===== src/rtl/elastic_pipeline_v5_0_pkg.sv =====
// Shared constants and helpers for the elastic pipeline family.
package elastic_pkg_v5_0;

  localparam int MAX_PIPE_STAGES = 8;

  function automatic int clog2(input int n);
    int r;
    r = 0;
    for (int i = 0; i < 31; i++)
      if ((1 << i) < n) r = i + 1;
    return r;
  endfunction

endpackage


===== src/rtl/elastic_pipeline_v5_0_stage.sv =====
// One data+valid register. The data half only loads when the incoming valid
// is set, so bubbles never overwrite the held word.
module elastic_stage_v5_0 #(
  parameter int                  C_WIDTH     = 16,
  parameter logic [C_WIDTH-1:0]  C_SINIT_VAL = '0
) (
  input  logic               CLK,
  input  logic               SCLR,
  input  logic               ld,
  input  logic               vin,
  input  logic [C_WIDTH-1:0] din,
  output logic               vld,
  output logic [C_WIDTH-1:0] dat
);

  always_ff @(posedge CLK) begin
    if (SCLR) begin
      vld <= 1'b0;
      dat <= C_SINIT_VAL;
    end else if (ld) begin
      vld <= vin;
      if (vin) dat <= din;
    end
  end

endmodule


===== src/rtl/elastic_pipeline_v5_0.sv =====
// Flow-controlled register pipeline with an input skid register so that
// D_READY is registered and never sees the combinational advance chain.
module elastic_pipeline_v5_0
  import elastic_pkg_v5_0::*;
#(
  parameter int                  C_WIDTH       = 16,
  parameter int                  C_PIPE_STAGES = 3,
  parameter logic [C_WIDTH-1:0]  C_SINIT_VAL   = '0,
  parameter int                  C_CNT_WIDTH   = 4
) (
  input  logic                   CLK,
  input  logic                   SCLR,
  input  logic [C_WIDTH-1:0]     D,
  input  logic                   D_VALID,
  output logic                   D_READY,
  output logic [C_WIDTH-1:0]     Q,
  output logic                   Q_VALID,
  input  logic                   Q_READY,
  output logic [C_CNT_WIDTH-1:0] OCCUPANCY
);

  localparam int N = C_PIPE_STAGES;

  if (N < 1 || N > MAX_PIPE_STAGES) begin : g_bad_stages
    $fatal(1, "elastic_pipeline_v5_0: C_PIPE_STAGES=%0d out of range 1..%0d", N, MAX_PIPE_STAGES);
  end
  if (C_CNT_WIDTH < clog2(N + 2)) begin : g_bad_cnt
    $fatal(1, "elastic_pipeline_v5_0: C_CNT_WIDTH=%0d cannot hold %0d", C_CNT_WIDTH, N + 1);
  end

  logic [N-1:0]              stg_v;
  logic [N-1:0]              adv;
  logic [N-1:0][C_WIDTH-1:0] stg_d;
  logic                      skid_v, skid_v_n, skid_ld, skid_wr;
  logic [C_WIDTH-1:0]        skid_d;
  logic                      in_xfer, out_xfer;
  logic [C_CNT_WIDTH-1:0]    occ;

  assign in_xfer  = D_VALID & D_READY;
  assign out_xfer = stg_v[N-1] & Q_READY;

  // A stage may advance if its successor advances or it holds a bubble.
  always_comb begin
    adv      = '0;
    adv[N-1] = Q_READY | ~stg_v[N-1];
    for (int i = N - 2; i >= 0; i--)
      adv[i] = adv[i+1] | ~stg_v[i];
  end

  // Skid takes D when stage 0 is blocked, or refills while it drains.
  assign skid_wr  = in_xfer & (~adv[0] | skid_v);
  assign skid_ld  = skid_wr | (adv[0] & skid_v);
  assign skid_v_n = skid_wr | (skid_v & ~adv[0]);

  elastic_stage_v5_0 #(.C_WIDTH(C_WIDTH), .C_SINIT_VAL(C_SINIT_VAL)) u_skid (
    .CLK(CLK), .SCLR(SCLR), .ld(skid_ld), .vin(skid_wr), .din(D),
    .vld(skid_v), .dat(skid_d)
  );

  for (genvar i = 0; i < N; i++) begin : g_stage
    if (i == 0) begin : g_head
      elastic_stage_v5_0 #(.C_WIDTH(C_WIDTH), .C_SINIT_VAL(C_SINIT_VAL)) u_stg (
        .CLK(CLK), .SCLR(SCLR), .ld(adv[0]), .vin(skid_v | in_xfer),
        .din(skid_v ? skid_d : D), .vld(stg_v[0]), .dat(stg_d[0])
      );
    end else begin : g_body
      elastic_stage_v5_0 #(.C_WIDTH(C_WIDTH), .C_SINIT_VAL(C_SINIT_VAL)) u_stg (
        .CLK(CLK), .SCLR(SCLR), .ld(adv[i]), .vin(stg_v[i-1]),
        .din(stg_d[i-1]), .vld(stg_v[i]), .dat(stg_d[i])
      );
    end
  end

  always_ff @(posedge CLK) begin
    if (SCLR) begin
      D_READY <= 1'b0;
      occ     <= '0;
    end else begin
      D_READY <= ~skid_v_n;
      if (in_xfer && !out_xfer)      occ <= occ + C_CNT_WIDTH'(1);
      else if (!in_xfer && out_xfer) occ <= occ - C_CNT_WIDTH'(1);
    end
  end

  assign Q         = stg_d[N-1];
  assign Q_VALID   = stg_v[N-1];
  assign OCCUPANCY = occ;

endmodule


===== config.mk =====
export PLATFORM = sky130hd
export DESIGN_NAME = elastic_pipeline_v5_0
export DESIGN_NICKNAME = d
export VERILOG_FILES = /design/src/rtl/elastic_pipeline_v5_0_pkg.sv /design/src/rtl/elastic_pipeline_v5_0_stage.sv /design/src/rtl/elastic_pipeline_v5_0.sv
export SDC_FILE = /design/constraint.sdc
export NUM_CORES = 1
export LEC_CHECK = 0
export ABC_CLOCK_PERIOD_IN_PS = 2950
export CORE_MARGIN = 2
export CORE_UTILIZATION = 54
export CTS_CLUSTER_DIAMETER = 100
export DETAILED_ROUTE_END_ITERATION = 8
export GPL_TIMING_DRIVEN = 1
export MAX_ROUTING_LAYER = met4
export PLACE_DENSITY = 0.79
export SETUP_SLACK_MARGIN = 0.02
export SYNTH_ARGS = -nofsm -noshare
export SYNTH_HDL_FRONTEND = slang
export SYNTH_SLANG_ARGS = --single-unit

===== constraint.sdc =====
create_clock -name CLK -period 2.95 [get_ports CLK]
set_input_delay 0.59 -clock CLK [delete_from_list [all_inputs] [get_ports CLK]]
set_output_delay 0.59 -clock CLK [all_outputs]
set_load 0.01 [all_outputs]

# Word-level counts from Yosys, hierarchy flattened

Index checks and enable logic that the tools add are counted.

Register bits: 73
Output and inout port bits: 22

Bitwise logic cells: 17
Muxes and demuxes: 3
$add $sub $neg: 2
Reduce and logical (&&, ||, !) cells: 9

Operator list:

| operator            | count |
|---|---|
| $mux 16             | 1 |
| $mux 4              | 2 |
| $reduce_and 2->1    | 4 |
| $or 1x1->1          | 7 |
| $and 1x1->1         | 5 |
| $not 1->1           | 5 |
| $add 4x1->4 const B | 1 |
| $sub 4x1->4 const B | 1 |
| $logic_and 1x1->1   | 2 |
| $logic_not 1->1     | 2 |
| $reduce_bool 2->1   | 1 |

# Depth between registers and ports, before layout

Gate-level depths: netlist of the first run.

Depth after elaboration: 9
Mapped depth: 9
Mapped depth without buffers: 9

# Cells and area by module

Synthesis of the first run repeated with hierarchy kept, for this count alone.

Cells, all modules: 368
Area total of the unflattened synthesis: 3,696.0 µm²

Modules (own cells, without submodules):

| module                | times used | cells each | sequential area each (µm²) | area an instance (µm²) |
|---|---|---|---|---|
| elastic_stage_v5_0    | 4          | 77         | 340.3                      | 789.5 |
| elastic_pipeline_v5_0 | 1          | 60         | 100.1                      | 538.0 |

# Least setup slack after synthesis of the first run

Ideal clock, no wire load.

Path kind: input to register
From: in D_VALID
To: reg occ[3] (netlist: OCCUPANCY[3])
Library setup time: 121 ps
Arrival time: 2,203 ps
Stages on the path: 9
Required time: 2,829 ps
Buffers on the path: 0
Path slack: 626 ps
Cell sequence: nand2_1 -> inv_1 -> ha_1 -> inv_1 -> ha_1 -> a21oi_1 -> a211oi_1 -> a31oi_1 -> mux2_2

Longest elaborated chain between the ends: 4
Elaborated cells on any way between the ends: 6

Ends and longest elaborated chain:

| item                        | line                        | text |
|---|---|---|
| from (decl)                 | elastic_pipeline_v5_0.sv:14 | `input logic D_VALID,` |
| $and 1x1->1 (*)             | elastic_pipeline_v5_0.sv:39 | `assign in_xfer = D_VALID & D_READY;` |
| $logic_not 1->1             | elastic_pipeline_v5_0.sv:81 | `else if (!in_xfer && out_xfer) occ <= occ - C_CNT_WIDTH'(1);` |
| $logic_and 1x1->1           | elastic_pipeline_v5_0.sv:81 |  |
| $reduce_bool 2->1 (no line) | n/a                         |  |
| to (signal assigned)        | elastic_pipeline_v5_0.sv:80 | `if (in_xfer && !out_xfer) occ <= occ + C_CNT_WIDTH'(1);` |
| to (signal assigned)        | elastic_pipeline_v5_0.sv:81 |  |
| to (decl)                   | elastic_pipeline_v5_0.sv:37 | `logic [C_CNT_WIDTH-1:0] occ;` |

Mark *: on every way between the ends. The rest lies on a longest branch, timed or not.
A chain may end at the register's enable or synchronous reset.

# Final worst setup path of the first run

From: in Q_READY
To: reg occ[3] (netlist: OCCUPANCY[3])

Longest elaborated chain between the ends: 4
Elaborated cells on any way between the ends: 6

Ends and longest elaborated chain:

| item                                               | line                        | text |
|---|---|---|
| from (decl)                                        | elastic_pipeline_v5_0.sv:18 | `input logic Q_READY,` |
| $and 1x1->1 (*)                                    | elastic_pipeline_v5_0.sv:40 | `assign out_xfer = stg_v[N-1] & Q_READY;` |
| $logic_not 1->1                                    | elastic_pipeline_v5_0.sv:80 |  |
| $logic_and 1x1->1                                  | elastic_pipeline_v5_0.sv:80 |  |
| $mux 4 / $reduce_bool 2->1 (equally long branches) | n/a                         |  |

Marks and branches as above.

==> flow_summary.toml, run 1 <==
[timing]
slew_headroom_pct = 61.5
setup-tns-final_ns = 0
drv_slew = 0
grt_setup_unrepaired = "false"
worst_pin_slew_ns = 0.577
hold_violations = 0
setup_violations = 0
fin_ws_ns = 0.526
skew_ns = 0.00603
clock.fmax_mhz = 412
final.min_clock_period_ns = 2.42
fin_crit_sh_pct = 82.2

[synthesis]
syn_area_um2 = 2950
synth_seq_area_share_pct = 49.5
synth_cell_types = 31
synth_seq_cells = 73
synth_area_per_cell_um2 = 8.91
yosys_warnings = 0
syn_inst = 331
synth_fp_nets = 355

[layout]
drive_above_1_share_pct = 10.7
layout_commonest_cell = "nand2_1"
layout_common_cells = "nand2_1 (82), dfxtp_1 (73), a21oi_1 (51), clkdlybuf4s50_1 (40), nor2_1 (25)"
multi_input_area_um2 = 1340
area_delta_synth_final_pct = 19.8
final_net_count = 389
num_antenna_cells = 0
regArea_um2 = 1460
fillers = 424

[placed_design]
pre_cts_ws_ns = 0.183
dp_hpwl_um = 3730
routabilityCongestion = 0.787
portBuffers = 41

[drt]
drt-initial-drc-count = 105
wl_um = 5580
drc_errors = 0
via_count = 2304
first_pass_iters = 4
vias_per_cell = 5.28
drtAntennaViolNets = 0
routedWlPerCell_um = 12.8

[floorplan]
start_util_pct = 56.7
die_h_um = 77.9
die_w_um = 77.9
coreArea_um2 = 5200
row_count = 26
ios = 42
die-area_um2 = 6070

[clocking]
worstSkewPairLatency_ns = 0.34
cts-resized-gates = 0
clkSinkCount = 73
clock_path_buffers = 2
cts.reportedPaths.clkPinSlew_ns = 0.07
h-tree-depth = 3
cts_buffers = 9
tritoncts = "done"
ctsHoldBuffers = 0
clockRootBuffer = "clkbuf_8"
post_cts_buffers = 0

[worst_setup_path]
crit_path_start = "Q_READY"
path_max_fanout = 4
r2r_cells = 8
endpoint = "OCCUPANCY[3]"
cp-start-kind = "input pin"
r2r-start = "g_stage[2].g_body.u_stg.vld"
endpoint_kind = "flip-flop"
worstPathArrival_ns = 2.65
cp.required_ns = 3.18
criticalPathCategory = "in -> reg"
rr_endpoint = "OCCUPANCY[3]"
r2r_slack_ns = 0.83

[pwr]
netSwitchingPower_mw = 0.423
power.share.combinational_pct = 8.7
p_sw_share_pct = 22.1
power.leakage_nw = 1.20
p_per_area_nw_per_um2 = 541
vdd_drop_max_uv = 348
clkPwrFrac_pct = 37.3
seq_power_share_pct = 54.0
internal_power_mw = 1.49

[global_route]
antenna_found_initial = 0
grt_pass1_wl_um = 9740
grt.total_usage_pct = 20.9
grt_overflow_total = 0
first_global_vias = 2113
grt_max_degree = 44

[outcome]
status = "finished, final reports clean"

[flow_run]
maxCapViolations = 0

[hold_path]
hp-class = "reg -> reg"
cell families after synthesis:
group,Yosys count,synth area share [%]
buffers and inverters,28,5.17
muxes,18,6.15
DFF,73,49.5
and+or+nand+nor,132,19.0
xor gates and xnor gates,2,0.594
AOI/OAI and AO/OA,73,17.3
adders and majority gates,5,2.29
sequential cells by signal, indices dropped and copies added, names as in the netlist:
register                  cells
D_READY                       1
OCCUPANCY                     4
g_stage.g_body.u_stg.dat     32
g_stage.g_body.u_stg.vld      2
g_stage.g_head.u_stg.dat     16
g_stage.g_head.u_stg.vld      1
u_skid.dat                   16
u_skid.vld                    1
stage by stage:
stage / power, mW / hold WS [ns] / std cells / instance area [µm²] / utilization, %
final: 1.91 / 0.453 / 436 / 3530 / 67.9
after global routing: 1.99 / 0.473 / 436 / 3530 / 67.9
after CTS: 1.93 / 0.454 / 436 / 3530 / 67.9
after detailed placement: 1.22 / 0.446 / 424 / 3360 / 64.6
after global placement: 1.22 / 0.438 / 424 / 3360 / 64.6
after floorplan: 1.16 / 0.432 / 331 / 2950 / -
power groups by stage:
stage / combinational [mW] / sequential (mW) / clock [mW]
2_1_floorplan: 0.104 / 1.05 / 0
3_3_place_gp: 0.161 / 1.05 / 0
3_5_place_dp: 0.165 / 1.06 / 0
4_1_cts: 0.167 / 1.03 / 0.733
5_1_grt: 0.183 / 1.04 / 0.774
6_report: 0.166 / 1.03 / 0.713
critical path, stage by stage:
cell,delay (ns)
clkdlybuf4s50_1,0.51
nand2_1,0.07
ha_1,0.20
inv_1,0.13
ha_1,0.28
a21oi_1,0.21
a211oi_1,0.10
a31oi_1,0.20
mux2_2,0.36
cells in the mapped netlist (all sizes together):
master  number  share of area (%)
fa           1               0.68
a21boi       1               0.64
xnor2        1               0.30
inv          4               0.51
nand3       17                2.9
nand4b       1               0.81
nor2        25                3.2
a21o         1               0.30
and2b        1               0.25
maj3         1               0.34
dfxtp       73                 50
nor2b        3               0.64
clkbuf       8                1.1
ha           3                1.3
nand2b       1               0.21
mux2         1               0.38
a31oi        2               0.42
xor2         1               0.30
a211oi      17                6.7
nand2       83                 11
buf         16                3.6
nand3b       1               0.38
mux2i       17                5.8
a21oi       52                9.2
per-layer routing:
| layer | track usage, % | vias to the layer above | part of all wire (%) | routed length [µm] |
|---|---|---|---|---|
| li1 | - | 1180 | - | - |
| met1 | 25.7 | 1077 | 45 | 2540 |
| met2 | 32.6 | 41 | 50 | 2770 |
| met3 | 7.33 | 6 | 3.8 | 212 |
| met4 | 5.96 | 0 | 0.99 | 55 |
| met5 | - | - | 0 | 0 |
worst min-delay path by stage:
| stage | slack (ns) | start | cells past startpoint | end |
|---|---|---|---|---|
| global placement | 0.44 | g_stage[1].g_body.u_stg.dat[15] | 2 | g_stage[2].g_body.u_stg.dat[15] |
| floorplan | 0.43 | g_stage[1].g_body.u_stg.dat[0] | 2 | g_stage[2].g_body.u_stg.dat[0] |
| global route | 0.47 | g_stage[1].g_body.u_stg.dat[9] | 2 | g_stage[2].g_body.u_stg.dat[9] |
| detailed placement | 0.45 | u_skid.dat[3] | 2 | u_skid.dat[3] |
| CTS | 0.45 | g_stage[1].g_body.u_stg.dat[9] | 2 | g_stage[2].g_body.u_stg.dat[9] |
| finish | 0.45 | g_stage[2].g_body.u_stg.dat[12] | 2 | g_stage[2].g_body.u_stg.dat[12] |
area by class of cell:
class,instances,share of cell area [%]
timing repair buffer,47,13.1
tap,70,2.48
clock buffer,11,4.00
multi-input combinational,230,37.8
inverter,4,0.425
sequential,73,41.3
clock inverter,1,0.850
No activity file was read; power rests on OpenSTA's default activity.
==> run 2: changes to the inputs <==
ABC_CLOCK_PERIOD_IN_PS = 2000   (was 2950)
CORE_UTILIZATION = 48   (was 54)
PLACE_DENSITY = 0.74   (was 0.79)
clock period = 2 ns   (was 2.95 ns; I/O delays follow)
==> run 2 against run 1 <==
  * Worst hold slack got worse by 0.020 ns
  * Sequential share of layout area decreased by 2.2 points
  * Via count decreased by 0.87%
  * Combinational power increased by 70%
==> flow_summary.toml, run 2 (synthesis results as in run 1) <==
[outcome]
status = "finished, final reports clean"

[layout]
top_regs = "g_stage.g_body.u_stg.dat (32), g_stage.g_head.u_stg.dat (16), u_skid.dat (16)"
area_delta_synth_final_pct = 26.5
layout_common_cells = "nand2_1 (81), dfxtp_1 (73), a21oi_1 (50), clkdlybuf4s50_1 (38), nor2_1 (25)"
top_register = "g_stage.g_body.u_stg.dat"
layout_commonest_cell = "nand2_1"
largest_reg_flops = 32
num_antenna_cells = 0
design_area_um2 = 3730
fillers = 518
final_net_count = 399
drive_above_1_share_pct = 16.1
finalNonFillerCells = 455

[drt]
drtAntennaViolNets = 0
routedWlPerCell_um = 12.6
m1WireLength_um = 2820
drt-initial-drc-count = 116
wl_um = 5730
vias_per_cell = 5.02
wl_met2_um = 2700
dr.max_layer_used = "met4"
first_pass_iters = 4
drc_errors = 0
wl_met3_um = 196
via_count = 2284

[pwr]
seq_power_share_pct = 49.9
p_per_area_nw_per_um2 = 818
p_sw_share_pct = 23.4
total_power_mw = 3.05
netSwitchingPower_mw = 0.716
vdd_drop_max_uv = 538
power.leakage_nw = 1.30
power.share.combinational_pct = 9.2
clkPwrFrac_pct = 40.9
internal_power_mw = 2.34

[clocking]
clkSinkCount = 73
worstSkewPairLatency_ns = 0.34
cts_buffers = 9
tritoncts = "done"
cts.reportedPaths.clkPinSlew_ns = 0.08
ctsHoldBuffers = 0
clockRootBuffer = "clkbuf_8"
h-tree-depth = 3
clock_path_buffers = 2

[floorplan]
coreArea_um2 = 5920
row_count = 28
die-area_um2 = 6790
die_w_um = 82.4
start_util_pct = 49.8
ios = 42
die_h_um = 82.4

[global_route]
grt.total_usage_pct = 19.5
first_global_vias = 2098
grt_overflow_total = 0
grt_max_degree = 40
antenna_found_initial = 0
grt_pass1_wl_um = 9950

[hold_path]
hold_end = "OCCUPANCY[3]"
hp-start = "SCLR"
hp-class = "in -> reg"
min_path_cells = 3

[worst_setup_path]
cp.depth = 9
path_delay_family = "adder cells"
r2r_slack_ns = 0.18
path_max_fanout = 3
cpMaxStageDelayCell = "dfxtp_1"
crit_buf_inv = 3
r2r_cells = 9
rr_endpoint = "OCCUPANCY[3]"
cp-start-kind = "flip-flop"
crit_chain = "nand2_4, inv_1, ha_2, inv_2, ha_4, a21oi_4, buf_4, a31oi_1, mux2_2"
r2r-start = "D_READY"
slowest_delay_ns = 0.37
endpoint_kind = "flip-flop"
worstPathArrival_ns = 2.05
criticalPathCategory = "reg -> reg"
cp.required_ns = 2.23
crit_path_start = "D_READY"

[timing]
clock.fmax_mhz = 549
fin_crit_sh_pct = 91.0
slew_headroom_pct = 68.2
skew_ns = 0.00631
hold_violations = 0
setup_violations = 0
grt_setup_unrepaired = "false"
worst_pin_slew_ns = 0.477
final.min_clock_period_ns = 1.82
fin_ws_ns = 0.179
setup-tns-final_ns = 0
drv_slew = 0

[placed_design]
dp_hpwl_um = 3840
routabilityCongestion = 0.818
portBuffers = 41
place_area_um2 = 3470
dpl.cell_count = 438
pre_cts_ws_ns = -0.471

[flow_run]
maxCapViolations = 0
## run 2: cell types whose count changed in the layout (fill, tap and decap cells not counted), moves of 2 or more
cell,before,now
buf_4,5,13
ha_1,3,1
buf_12,1,3
clkinv_4,0,2
clkinv_2,0,2
clkdlybuf4s50_1,40,38
## run 2: what timing repair did
action | 4_1_cts | 5_1_grt
resized for setup | 6 | 2
pin swaps | 1 | 1
setup buffers | 1 | 0
endpoints found under the setup margin | 1 | 1
## run 2: power by group through the flow
stage               logic (mW)  registers [mW]  clock network, mW
global route             0.311            1.53               1.34
CTS                      0.282            1.52               1.27
floorplan                0.157            1.55                  0
global placement         0.257            1.55                  0
finish                   0.282            1.52               1.25
detailed placement       0.263            1.56                  0
## run 2: final cells by class
cell class                      instances  area [µm²]  share of cell area (%)
Clock buffer                            9         124                    3.32
Clock inverter                          7        95.1                    2.55
Inverter                                4        15.0                   0.402
Multi-Input combinational cell        230        1380                    37.0
Sequential cell                        73        1460                    39.1
Tap cell                               75        93.8                    2.51
Timing Repair Buffer                   57         564                    15.1
## run 2: how the worst max path moves through the flow
stage              endpoint
2_1_floorplan  OCCUPANCY[3]
3_3_place_gp   OCCUPANCY[3]
3_5_place_dp   OCCUPANCY[3]
4_1_cts        OCCUPANCY[3]
5_1_grt        OCCUPANCY[3]
6_report       OCCUPANCY[3]
## run 2: layer usage
metal,vias to the layer above,track usage [%]
met3,2,3.91
met5,-,-
met1,1048,26.9
met4,0,7.50
li1,1198,-
met2,36,28.2
## run 2: worst min-delay path, cell delays in order
cell    delay [ns]
buf_2         0.12
nor2_1        0.07
mux2_2        0.14
## run 2: per-stage QoR
step | hold slack [ns] | utilization [%]
2_1_floorplan | 0.432 | -
3_3_place_gp | 0.438 | 58.7
3_5_place_dp | 0.447 | 58.7
4_1_cts | 0.429 | 63.0
5_1_grt | 0.450 | 63.1
6_report | 0.433 | 63.1
==> run 3: changes to the inputs <==
==> constraint.sdc (replaced) <==
create_clock -name CLK -period 2 [get_ports CLK]
set_input_delay 0.3 -clock CLK [delete_from_list [all_inputs] [get_ports CLK]]
set_output_delay 0.3 -clock CLK [all_outputs]
set_load 0.01 [all_outputs]
==> run 3 against run 2 <==
  * Sequential share of layout area is 0.96 points higher
  * Via count grew 0.79%
  * Sequential cell count stayed put
  * Cell count shrank 0.22%
==> flow_summary.toml, run 3 (synthesis results as in run 1) <==
[outcome]
status = "finished, final reports clean"

[clocking]
clock_path_buffers = 2
h-tree-depth = 3
cts_buffers = 9
clockRootBuffer = "clkbuf_8"
worstSkewPairLatency_ns = 0.34
ctsHoldBuffers = 0
tritoncts = "done"
cts.reportedPaths.clkPinSlew_ns = 0.07
clkSinkCount = 73

[floorplan]
die_h_um = 82.4
die_w_um = 82.4
die-area_um2 = 6790
ios = 42
row_count = 28
coreArea_um2 = 5920
start_util_pct = 49.8

[global_route]
antenna_found_initial = 0
grt_overflow_total = 0
first_global_vias = 2085
grt.total_usage_pct = 19.5
grt_max_degree = 39
grt_pass1_wl_um = 9640

[worst_setup_path]
r2r_cells = 10
path_delay_family = "buffers and inverters"
criticalPathCategory = "in -> reg"
r2r-start = "D_READY"
cp.required_ns = 2.23
crit_chain = "clkdlybuf4s50_1, nand2_1, ha_2, inv_2, buf_4, ha_1, nand3_1, a211oi_1, a31oi_1, mux2_2"
cp.depth = 10
crit_buf_inv = 3
cpMaxStageDelayCell = "clkdlybuf4s50_1"
worstPathArrival_ns = 2.10
r2r_slack_ns = 0.15
path_max_fanout = 2
slowest_delay_ns = 0.43
cp-start-kind = "input pin"
crit_path_start = "Q_READY"
endpoint_kind = "flip-flop"

[layout]
design_area_um2 = 3650
num_antenna_cells = 0
layout_common_cells = "nand2_1 (81), dfxtp_1 (72), a21oi_1 (50), clkdlybuf4s50_1 (39), nor2_1 (25)"
layout_commonest_cell = "nand2_1"
top_regs = "g_stage.g_body.u_stg.dat (32), g_stage.g_head.u_stg.dat (16), u_skid.dat (16)"
final_net_count = 398
fin_util_pct = 61.6
largest_reg_flops = 32
top_register = "g_stage.g_body.u_stg.dat"
drive_above_1_share_pct = 15.6
area_delta_synth_final_pct = 23.6
finalNonFillerCells = 454

[drt]
vias_per_cell = 5.07
drtAntennaViolNets = 0
via_count = 2302
first_pass_iters = 4
routedWlPerCell_um = 12.6
drt-initial-drc-count = 116
drc_errors = 0
wl_um = 5740

[placed_design]
portBuffers = 41
dp_hpwl_um = 3900
dpl.cell_count = 438
pre_cts_ws_ns = -0.385
place_area_um2 = 3440
routabilityCongestion = 0.810

[timing]
setup_violations = 0
grt_setup_unrepaired = "false"
worst_pin_slew_ns = 0.454
hold_violations = 0
fin_crit_sh_pct = 93.7
fin_ws_ns = 0.126
clock.fmax_mhz = 534
drv_slew = 0
setup-tns-final_ns = 0
final.min_clock_period_ns = 1.87
slew_headroom_pct = 69.7
whs_ns = 0.345
skew_ns = 0.00565

[hold_path]
hp-start = "SCLR"
min_path_cells = 3
hp-class = "in -> reg"

[pwr]
vdd_drop_max_uv = 432
p_per_area_nw_per_um2 = 776
power.leakage_nw = 1.26
total_power_mw = 2.83

[flow_run]
maxCapViolations = 0
run 3: final timing paths:
kind | to
min | OCCUPANCY[3]
min reg2reg | g_stage[2].g_body.u_stg.dat[1]
max reg2reg | OCCUPANCY[3]
max | OCCUPANCY[3]
run 3: timing repair:
action | 4_1_cts | 5_1_grt
resized for setup | 1 | 5
buffers inserted | 0 | 0
pin swaps | 0 | 0
cloned | 0 | 0
endpoints found under the setup margin | 1 | 2
run 3: metal layers:
layer	vias up	track usage [%]	wire, µm
met5	-	-	0
met4	0	9.33	98
met3	7	4.89	230
met2	44	29.9	2710
met1	1049	23.9	2700
li1	1202	-	-
run 3: layout make-up:
cell class | count | area (µm²)
Clock buffer | 10 | 138
Inverter | 4 | 15.0
Fill cell | 536 | 2270
Sequential cell | 73 | 1460
Clock inverter | 6 | 42.5
Multi-Input combinational cell | 230 | 1360
Timing Repair Buffer | 56 | 533
Tap cell | 75 | 93.8
run 3: tightest hold or removal path: stages:
cell    delay, ns
buf_2        0.12
nor2_1       0.09
mux2_2       0.15
run 3: power by group:
part / switching [mW] / total [mW] / internal [mW]
logic: 0.132 / 0.268 / 0.137
clock network: 0.554 / 1.04 / 0.485
registers: 0.0308 / 1.52 / 1.49
total: 0.716 / 2.83 / 2.11
